<file path="src/rtl/accel_pkg.sv">
// Shared types and default widths for the NN accelerator address sequencer.
package accel_pkg;

  localparam int ACCEL_ADDR_W = 16;
  localparam int ACCEL_CNT_W  = 16;

  typedef enum logic [1:0] {
    IDLE = 2'd0,
    RUN  = 2'd1,
    DONE = 2'd2
  } state_e;

endpackage

</file>
<file path="src/rtl/accel_beat_counter.sv">
// Loadable up-counter that wraps to zero after reaching limit-1 and flags its last value.
module accel_beat_counter
  import accel_pkg::*;
#(
  parameter int CNT_W = ACCEL_CNT_W
) (
  input  logic             clk,
  input  logic             rst,
  input  logic             load,
  input  logic             inc,
  input  logic [CNT_W-1:0] limit,
  output logic [CNT_W-1:0] count,
  output logic             at_last
);

  logic [CNT_W-1:0] count_r;

  assign count   = count_r;
  assign at_last = (count_r == (limit - CNT_W'(1)));

  // Counter register: load clears, increment wraps after the last value.
  always_ff @(posedge clk) begin
    if (rst) begin
      count_r <= '0;
    end else if (load) begin
      count_r <= '0;
    end else if (inc) begin
      if (at_last) begin
        count_r <= '0;
      end else begin
        count_r <= count_r + CNT_W'(1);
      end
    end else begin
      count_r <= count_r;
    end
  end

endmodule

</file>
<file path="src/rtl/accelerator_fsm.sv">
// Address-sequencing controller: walks weight/input memories for one fully-connected layer.
module accelerator_fsm
  import accel_pkg::*;
#(
  parameter int ADDR_W = ACCEL_ADDR_W,
  parameter int CNT_W  = ACCEL_CNT_W
) (
  input  logic              clk,
  input  logic              rst,
  input  logic [ADDR_W-1:0] BaseAddr_W,
  input  logic [ADDR_W-1:0] BaseAddr_in,
  input  logic [CNT_W-1:0]  total_output_neurons,
  input  logic [CNT_W-1:0]  total_input_neurons,
  input  logic              DVAL,
  input  logic              accelerator_start,
  input  logic              Enable,
  output logic [ADDR_W-1:0] Waddress_current,
  output logic [ADDR_W-1:0] Inaddress_current,
  output logic              neuron_done
);

  state_e             state_r;
  state_e             next_state_s;
  logic               load_s;
  logic               beat_s;
  logic               zero_len_s;
  logic               in_last_s;
  logic               out_last_s;
  logic [CNT_W-1:0]   in_cnt_s;
  logic [CNT_W-1:0]   out_cnt_s;
  logic [ADDR_W-1:0]  waddr_r;
  logic [ADDR_W-1:0]  inaddr_r;
  logic               neuron_done_r;

  assign beat_s     = Enable && DVAL && (state_r == RUN);
  assign zero_len_s = (total_input_neurons == '0) || (total_output_neurons == '0);

  accel_beat_counter #(.CNT_W(CNT_W)) u_in_cnt (
    .clk     (clk),
    .rst     (rst),
    .load    (load_s),
    .inc     (beat_s),
    .limit   (total_input_neurons),
    .count   (in_cnt_s),
    .at_last (in_last_s)
  );

  accel_beat_counter #(.CNT_W(CNT_W)) u_out_cnt (
    .clk     (clk),
    .rst     (rst),
    .load    (load_s),
    .inc     (beat_s && in_last_s),
    .limit   (total_output_neurons),
    .count   (out_cnt_s),
    .at_last (out_last_s)
  );

  // State register.
  always_ff @(posedge clk) begin
    if (rst) begin
      state_r <= IDLE;
    end else begin
      state_r <= next_state_s;
    end
  end

  // Next-state and load decode; Enable low freezes everything.
  always_comb begin
    next_state_s = state_r;
    load_s       = 1'b0;
    if (Enable) begin
      case (state_r)
        IDLE: begin
          if (accelerator_start) begin
            load_s       = 1'b1;
            next_state_s = zero_len_s ? DONE : RUN;
          end else begin
            next_state_s = IDLE;
          end
        end
        RUN: begin
          if (beat_s && in_last_s && out_last_s) begin
            next_state_s = DONE;
          end else begin
            next_state_s = RUN;
          end
        end
        DONE: begin
          if (!accelerator_start) begin
            next_state_s = IDLE;
          end else begin
            next_state_s = DONE;
          end
        end
        default: begin
          next_state_s = IDLE;
        end
      endcase
    end else begin
      next_state_s = state_r;
    end
  end

  // Address registers: weight address is linear, input address rewinds per neuron.
  always_ff @(posedge clk) begin
    if (rst) begin
      waddr_r       <= '0;
      inaddr_r      <= '0;
      neuron_done_r <= 1'b0;
    end else if (load_s) begin
      waddr_r       <= BaseAddr_W;
      inaddr_r      <= BaseAddr_in;
      neuron_done_r <= 1'b0;
    end else if (beat_s) begin
      waddr_r       <= waddr_r + ADDR_W'(1);
      inaddr_r      <= in_last_s ? BaseAddr_in : (inaddr_r + ADDR_W'(1));
      neuron_done_r <= in_last_s;
    end else begin
      waddr_r       <= waddr_r;
      inaddr_r      <= inaddr_r;
      neuron_done_r <= 1'b0;
    end
  end

  assign Waddress_current  = waddr_r;
  assign Inaddress_current = inaddr_r;
  assign neuron_done       = neuron_done_r;

endmodule

</file>
<file path="config.mk">
export PLATFORM = sky130hd
export DESIGN_NAME = accelerator_fsm
export DESIGN_NICKNAME = d
export VERILOG_FILES = /design/src/rtl/accel_pkg.sv /design/src/rtl/accel_beat_counter.sv /design/src/rtl/accelerator_fsm.sv
export SDC_FILE = /design/constraint.sdc
export NUM_CORES = 1
export LEC_CHECK = 0
export BUFFER_PORTS_ARGS = -buffer_cell sky130_fd_sc_hd__buf_4
export CAP_MARGIN = 5
export CORE_ASPECT_RATIO = 1.5
export CORE_MARGIN = 2
export CORE_UTILIZATION = 50
export DETAILED_ROUTE_END_ITERATION = 12
export MAX_ROUTING_LAYER = met4
export PLACE_DENSITY_LB_ADDON = 0.08
export SYNTH_ARGS = -nofsm -noshare
export SYNTH_HDL_FRONTEND = slang
export SYNTH_SLANG_ARGS = --single-unit
</file>
<file path="constraint.sdc">
create_clock -name clk -period 2.8 [get_ports clk]
set_clock_uncertainty 0.05 [all_clocks]
set_input_delay 0.14 -clock clk [delete_from_list [all_inputs] [get_ports clk]]
set_output_delay 0.14 -clock clk [all_outputs]
set_load 0.05 [all_outputs]
</file>
# == Word level (Yosys, flattened, before mapping) ==
# Index checks and enable logic that the tools add are counted.
# word_totals
output_inout_bits,33
latchBits,0
regBits,67
ram_bits,0
romBits,0
input_bits,69
mem_count,0
word_cells,43
# classes
div_mod_pow,0
multipliers,0
n_mux,15
order_cmp,0
bitwise_logic,1
reduce_logical,11
n_shift,0
n_eq_ne,4
n_addsub,6
# ops
operator,n
$mux W16,7
$add A16 B1 Y16 const B,4
$eq A16 B16 Y1,2
$logic_not A16 Y1,2
$sub A16 B1 Y16 const B,2
$mux W2,4
$pmux W2 S3,1
$logic_and A1 B1 Y1,4
$mux W1,3
$reduce_or A3 Y1,1
$eq A2 B1 Y1 const B,1
$eq A2 B2 Y1 const B,1
$logic_not A2 Y1,1
$reduce_bool A2 Y1,1
$reduce_or A2 Y1,1
$logic_or A1 B1 Y1,1
$not A1 Y1,1

# == Longest topological paths before layout ==
# Gate-level depths: netlist of the first run.
# depth
ltp_word,6
mapped_depth,13
mapped_depth_nobuf,10

# == By module ==
# A second synthesis of the first run with hierarchy kept.
# unflattened
cells_unflattened,608
hier_area_um2,4755.8
# by_module_without_submodules
module,area_each_um2,n_inst,seq_area_each_um2,cells_per_inst
accelerator_fsm,2044.5,1,700.7,267
accel_beat_counter at u_out_cnt,1413.9,1,320.3,171
accel_beat_counter at u_in_cnt,1297.5,1,320.3,170

# == Least setup slack after synthesis of the first run ==
# OpenSTA, ideal clock, no wires.
# synth_timing
kind,input to register
startpoint,input total_input_neurons[0]
endpoint,"register u_out_cnt.count_r[10], in the netlist u_out_cnt.count[10]"
arrival_time_ps,2588
setup_ps,125
setup_slack_ps,36
required_time_ps,2625
n_path_buf,3
path_stages,13
cell_sequence,clkbuf_1 > inv_1 > ha_1 > clkbuf_1 > nand2b_1 > or4_1 > a211oi_2 > a221oi_2 > or3_4 > nor2_8 > a21o_2 > buf_4 > a21oi_1
# synth_between
elab_chain_len,3
# synth_rtl
item,line_no,rtl
start: declaration,accelerator_fsm.sv:13,"input logic [CNT_W-1:0] total_input_neurons,"
$sub A16 B1 Y16,accel_beat_counter.sv:19,assign at_last = (count_r == (limit - CNT_W'(1)));
$eq A16 B16 Y1,accel_beat_counter.sv:19,
$logic_and A1 B1 Y1,accelerator_fsm.sv:52,".inc (beat_s && in_last_s),"
end signal: assignment,accel_beat_counter.sv:31,count_r <= count_r + CNT_W'(1);
end signal: assignment,accel_beat_counter.sv:34,count_r <= count_r;
end: declaration,accel_beat_counter.sv:16,logic [CNT_W-1:0] count_r;
# Every way passes these cells.
# A chain may end at the register's enable or synchronous reset.

# == Final worst setup path of the first run ==
# layout_timing
startpoint,"register u_in_cnt.count_r[8], in the netlist u_in_cnt.count[8]"
endpoint,"register u_out_cnt.count_r[15], in the netlist u_out_cnt.count[15]"
# layout_between
elab_chain_len,2
# layout_rtl
item,line_no
start: declaration,accel_beat_counter.sv:16
start signal: assignment,accel_beat_counter.sv:31
start signal: assignment,accel_beat_counter.sv:34
$eq A16 B16 Y1,accel_beat_counter.sv:19
$logic_and A1 B1 Y1,accelerator_fsm.sv:52
# Every way passes these cells.

==> results of run 1 <==
[registers in the layout, summed over array words and instances (netlist names)]
name and flops:
Inaddress_current 16, state_r 2, neuron_done 1, Waddress_current 16, u_in_cnt.count 16, u_out_cnt.count 16
[synth_stat cells (all sizes together), types with 4 or more instances]
library cell | number | share of area [%]
a211o | 4 | 0.73
o31ai | 5 | 0.78
nand4 | 20 | 2.7
nor4 | 10 | 1.7
or3 | 13 | 1.9
nand2 | 49 | 3.8
and3 | 13 | 1.7
or2 | 4 | 0.52
a31oi | 12 | 1.6
and4 | 4 | 0.73
buf | 10 | 1.5
o21ai | 24 | 2.6
a211oi | 22 | 3.5
nor3b | 5 | 0.78
o211ai | 4 | 0.62
ha | 6 | 1.6
a221oi | 4 | 0.86
or4 | 4 | 0.62
nand3 | 35 | 3.6
dfxtp | 67 | 28
nand2b | 6 | 0.78
a21oi | 27 | 2.8
xnor2 | 40 | 7.3
xor2 | 33 | 6.0
clkbuf | 27 | 2.1
mux2i | 7 | 1.5
nor2 | 64 | 5.3
nor2b | 4 | 0.52
inv | 20 | 1.6
nor3 | 37 | 4.2
[per-stage QoR]
step | utilization (%) | TNS [ns]
after floorplan | - | 0
after global routing | 64.9 | 0
after detailed placement | 61.5 | -0.0227
after CTS | 64.9 | 0
after global placement | 61.5 | -0.000838
final | 64.9 | 0
[cell type report]
class / count / area [um^2] / area share, %
clock buffer: 12 / 256 / 4.25
clock inverter: 2 / 60.1 / 0.994
inverter: 20 / 75.1 / 1.24
multi-input combinational: 501 / 3220 / 53.3
sequential: 67 / 1340 / 22.2
tap: 112 / 140 / 2.32
timing repair buffer: 125 / 951 / 15.7
[power breakdown]
| group | switching [mW] | internal [mW] |
|---|---|---|
| combinational | 0.349 | 0.229 |
| clock | 0.397 | 0.818 |
| sequential | 0.0527 | 0.994 |
| total | 0.798 | 2.04 |
[worst max-delay path, stage by stage (launching register included)]
cell and delay, ns:
dfxtp_1 0.38, xnor2_1 0.12, or4_1 0.50, a211oi_2 0.25, a221oi_2 0.11, nor3_4 0.24
nand4_2 0.28, or3_1 0.43, a21oi_1 0.16
[logic make-up (layout without fill, tap and decap cells)]
group	count (synthesis)	after routing	synth area share (%)
flops	67	67	27.9
simple gates	282	282	31.4
buf+inv	57	159	5.13
compound gates	131	131	18.7
fa+ha+maj	6	6	1.56
xor+xnor	73	73	13.3
mux	9	9	1.93
[routing by layer]
layer | vias to the layer above | wire length [um] | share of wire, %
li1 | 2473 | - | -
met1 | 2340 | 5500 | 42
met2 | 157 | 6560 | 50
met3 | 31 | 566 | 4.4
met4 | 0 | 365 | 2.8
met5 | - | 0 | 0
[how the worst max path moves through the flow]
stage | endpoint | slack [ns] | depth (start not counted)
detailed placement | u_out_cnt.count[15] | -0.02 | 11
finish | u_out_cnt.count[15] | 0.21 | 8
global route | u_out_cnt.count[15] | 0.06 | 8
global placement | Inaddress_current[3] | -0.0008 | 10
floorplan | u_out_cnt.count[10] | 0.04 | 13
CTS | u_out_cnt.count[15] | 0.22 | 8
==> summary.txt, run 1 <==
Yosys
  – Seq cells post-synth: 67
  – Async set-reset flop share out of synthesis: 0%
  – Sequential area share after synthesis: roughly 28%
  – Synth unique cells: 73
  – Syn avg cell area: approximately 7.7 um^2
  – Syn Nets: 700
  – Synth Instances: between 600 and 700
  – Mapped Area: between 0.004 and 0.005 mm^2
  – Yosys warns: 0
  – Primary FF master, synth: dfxtp_1
  – Post-synth EDFFs: 0

Timing
  – Slew @ Worst Pin: about 0.69 ns
  – Final setup margin: approximately 0.21 ns
  – Period minus WS final: 2.59 ns
  – Final hold violations: 0
  – Unrepaired setup endpoints after global routing: false
  – Worst slew margin: approximately 54%
  – Top achievable clock speed: a little under 0.4 GHz
  – Final-report max-slew violation count: 0
  – Final setup vio count: 0
  – Final hold slack: 0.0231 ns
  – Fin crit share: between 90 and 100%

Power
  – Pwr dens: between 400 and 500 mW/mm^2
  – Power Total: roughly 2.8 mW
  – Leakage Power: between 2 and 2.5 nW
  – VDD IR max: 0.000500 V

Worst setup path
  – R2r endpoint: u_out_cnt.count[15]
  – Worst Path Arrival: 2.80 ns
  – FF-to-FF Start: u_in_cnt.count[8]
  – Worst setup SP type: flop
  – CP startpoint: u_in_cnt.count[8]
  – Critical setup path kind: reg -> reg
  – Req. time, crit path: 3.01 ns
  – CP Max Fanout: 13
  – Cells on worst reg2reg path: 8
  – Worst Setup End Kind: flop
  – R2r setup slk: between 0.2 and 0.25 ns

Global routing
  – Total global-route track usage: 25.5%
  – First-pass GRT wire length: 21200 um
  – Grt met2 use: around 45%
  – Busiest grt layer: met2
  – Largest net degree at the start of global routing: 39
  – Met1 Track Usage GR: 28.5%
  – Vias in the first global route: approximately 4.8k
  – Aggregate global routing overflow: 0
  – Grt met3 use: 3.25%
  – Initial antenna violation count: 0

Clocking
  – Clock insertion delay at the later pin of the skew report: 0.34 ns
  – CTS tree: yes
  – Clk buf depth: 2
  – Hold buffers post-CTS: 0
  – Root buffer cell: clkbuf_16
  – CTS sink cnt: 67
  – TritonCTS buffer count: 9
  – Worst-path clk slew: roughly 0.05 ns
  – Total setup buffers inserted after CTS: 0
  – Post-CTS Resized: 0
  – Max H-tree Level: 3

Worst hold path
  – Hold depth: 3
  – Worst hold path class: in -> reg
  – Hold path start: BaseAddr_in[13]
  – Worst hold endpoint: Inaddress_current[13]

Routing
  – Final antenna-violating net count: 0
  – Post-route DRC: 0
  – Wire per inst: between 15 and 20 um
  – Drt first pass iters: 4
  – DRT iter0 DRCs: 295
  – Via-per-instance ratio: slightly below 6
  – Routed vias: between 5k and 6k
  – Drt total wl: about 13000 um

Die
  – Area of the core: about 0.0093 mm^2
  – Initial Utilization: 51.6%
  – Top Ports: between 100 and 150
  – Die width: 84.1 um
  – Die area: ~0.010 mm^2
  – Die height: between 100 and 150 um
  – # rows: between 40 and 50

Placement
  – Cell Area, Placed: 0.00573 mm^2
  – Gpl congestion: slightly below 0.9
  – Port-buffer cells: between 100 and 150
  – Post-DP HPWL: about 9800 um
  – Placed Cells: about 830
  – Post-place setup slack: -0.0227 ns

Flow run
  – Max Cap Viol: 0

Layout
  – Final instance area: slightly above 0.006 mm^2
  – Layout cell share with drive strength beyond 1: about 22%
  – Non-Filler Instances: 839
  – Post-layout nets: between 700 and 800
  – Antenna cells: 0
  – Most common cell after layout, fill and taps aside: buf_4
  – Commonest cells after routing, fill and taps aside: buf_4 (124), dfxtp_1 (67), nor2_1 (63)
  – Area growth, synth to finish: 25.7%
  – Fillcell total: about 830

Run status
  – Status: complete, no violations
Power figures use the tool's default switching activity.
==> inputs of run 2 (changes only) <==
--- a/config.mk
+++ b/config.mk
@@ -11,6 +11,7 @@
 export CORE_MARGIN = 2
 export CORE_UTILIZATION = 50
 export DETAILED_ROUTE_END_ITERATION = 12
+export HOLD_SLACK_MARGIN = 0.06
 export MAX_ROUTING_LAYER = met4
 export PLACE_DENSITY_LB_ADDON = 0.08
 export SYNTH_ARGS = -nofsm -noshare
==> constraint.sdc (replaced) <==
create_clock -name clk -period 2.3 [get_ports clk]
set_clock_uncertainty 0.05 [all_clocks]
set_input_delay 0.115 -clock clk [delete_from_list [all_inputs] [get_ports clk]]
set_output_delay 0.115 -clock clk [all_outputs]
set_load 0.05 [all_outputs]
==> run 2 against run 1 <==
Against the previous run:
- the flow now finishes with violations (setup timing)
- largest power group unchanged
- power is 21% higher
- clock-buffer cell count shrank 1
- largest cell class unchanged
- global-route usage up 4.7 points
==> summary.txt, run 2 (synthesis gave the netlist of run 1 again) <==
Global routing
  – Largest net degree at the start of global routing: 44
  – Total global-route track usage: between 30% and 40%
  – First-pass GRT wire length: 25100 um
  – Initial antenna violation count: 0
  – Vias in the first global route: ~5.4k
  – Aggregate global routing overflow: 0

Timing
  – Period minus WS final: about 2.5 ns
  – Final setup vio count: 45
  – Final setup margin: -0.161 ns
  – Fin crit share: 107%
  – Unrepaired setup endpoints after global routing: true
  – Final-report max-slew violation count: 0
  – Worst slew margin: 68.7%
  – Top achievable clock speed: between 0.4 and 0.5 GHz
  – Final hold slack: approximately 0.07 ns
  – Final hold violations: 0
  – Slew @ Worst Pin: 0.467 ns

Layout
  – Non-Filler Instances: 948
  – Post-layout nets: approximately 910
  – Commonest cells after routing, fill and taps aside: buf_4 (190), dfxtp_1 (67), nor2_1 (61)
  – Area growth, synth to finish: 48.6%
  – Final instance area: between 0.007 and 0.008 mm^2
  – Layout cell share with drive strength beyond 1: around a third
  – Most common cell after layout, fill and taps aside: buf_4
  – Fillcell total: just under 700
  – Antenna cells: 0

Die
  – Initial Utilization: around half
  – Die area: 0.0104 mm^2
  – Die width: 84.1 um
  – Top Ports: 102
  – Die height: 124 um
  – Area of the core: 0.00931 mm^2
  – # rows: 43

Clocking
  – Clock insertion delay at the later pin of the skew report: between 0.3 and 0.4 ns
  – CTS tree: yes
  – Clk buf depth: 2
  – Root buffer cell: clkbuf_16
  – CTS sink cnt: between 60 and 70
  – TritonCTS buffer count: 9
  – Max H-tree Level: 3
  – Worst-path clk slew: around 0.06 ns

Worst hold path
  – Worst hold path class: in -> reg

Worst setup path
  – Crit path largest cell delay: about 0.48 ns
  – CP Max Fanout: 6
  – Buffers & Inverters on Critical Path: 1
  – Worst Path Arrival: 2.67 ns
  – Req. time, crit path: around 2.5 ns
  – CP max-delay cell: or4_4
  – Worst Setup End Kind: flop
  – Critical path's top delay family: simple AND/OR/NAND/NOR gates
  – Critical setup path kind: reg -> reg
  – Worst setup SP type: flop
  – Cell Chain, Critical Path: xnor2_2, or4_4, a211oi_2, a221oi_2, or3_4, nor2_8, buf_6, nand3b_1, a21oi_1

Run status
  – Failing checks: setup timing
  – Status: finished with violations

Power
  – Leakage Power: 2.91 nW
  – Pwr dens: between 400 and 500 mW/mm^2
  – Power Total: 3.42 mW
  – VDD IR max: between 0.0005 and 0.0006 V

Placement
  – Cell Area, Placed: roughly 0.0063 mm^2
  – Placed Cells: between 800 and 900
  – Post-DP HPWL: between 10000 and 15000 um
  – Gpl congestion: 0.931
  – Port-buffer cells: between 100 and 150

Routing
  – Drt first pass iters: 5
  – Wire per inst: between 15 and 20 um
  – Post-route DRC: 0
  – Drt total wl: ~15000 um
  – DRT iter0 DRCs: roughly 280
  – Routed vias: around 5.6k
  – Via-per-instance ratio: between 5 and 6
  – Final antenna-violating net count: 0

Flow run
  – Max Cap Viol: 0
## run 2: cell count changes in the layout (fill, tap and decap cells not counted), sizes merged
cell / previous run / this run
a21o: 2 / 3
nand4: 20 / 21
dlygate4sd3: 0 / 26
bufinv: 2 / 0
clkbuf: 12 / 11
buf: 125 / 204
clkinvlp: 0 / 1
clkinv: 0 / 4
## run 2: power breakdown
group / switching [mW] / total, mW / internal [mW]
combinational: 0.482 / 0.862 / 0.380
clock: 0.514 / 1.29 / 0.780
sequential: 0.0562 / 1.27 / 1.21
total: 1.05 / 3.42 / 2.37
## run 2: routing by layer
| layer | track usage [%] | part of all wire, % |
|---|---|---|
| met1 | 32.6 | 39 |
| met3 | 3.11 | 4.5 |
| met5 | - | 0 |
| met4 | 13.0 | 3.0 |
| met2 | 56.0 | 53 |
## run 2: final cells by class
type | instances | area, um^2 | share of cell area, %
flip-flops and latches | 67 | 1340 | 18.8
multi-input cells | 503 | 3410 | 47.8
clock buffers | 11 | 253 | 3.54
repair buffers | 230 | 1890 | 26.5
well taps | 112 | 140 | 1.96
inverters | 20 | 77.6 | 1.09
clock inverters | 5 | 27.5 | 0.386
## run 2: worst min-delay path, delay by kind of cell
kind	cells	cell delay, ns
buffers and inverters	1	0.08
and+or+nand+nor	1	0.04
AOI/OAI and AO/OA	1	0.18
## run 2: per-stage QoR
step | setup TNS, ns | setup slack [ns] | utilization [%]
after floorplan | -6.49 | -0.210 | -
final | -3.41 | -0.161 | 76.7
after detailed placement | -15.46 | -0.397 | 68.0
after CTS | -2.48 | -0.134 | 76.1
after global routing | -8.73 | -0.284 | 76.7
after global placement | -13.43 | -0.344 | 68.0
## run 2: worst paths after layout
path | depth (start not counted) | slack, ns | from | end
hold / removal | 3 | 0.07 | BaseAddr_in[8] | Inaddress_current[8]
setup / recovery | 9 | -0.16 | u_in_cnt.count[8] | u_out_cnt.count[1]
setup reg to reg | 9 | -0.16 | u_in_cnt.count[8] | u_out_cnt.count[1]
hold reg to reg | 2 | 0.48 | u_out_cnt.count[15] | u_out_cnt.count[15]
## run 2: what timing repair did
item / CTS / global route
endpoints found under the setup margin: 43 / 50
hold endpoints to repair: 26 / 0
hold buffers: 26 / 0
pin swaps: 10 / 5
setup buffers: 8 / 1
resized for setup: 28 / 10
gates cloned: 3 / 0
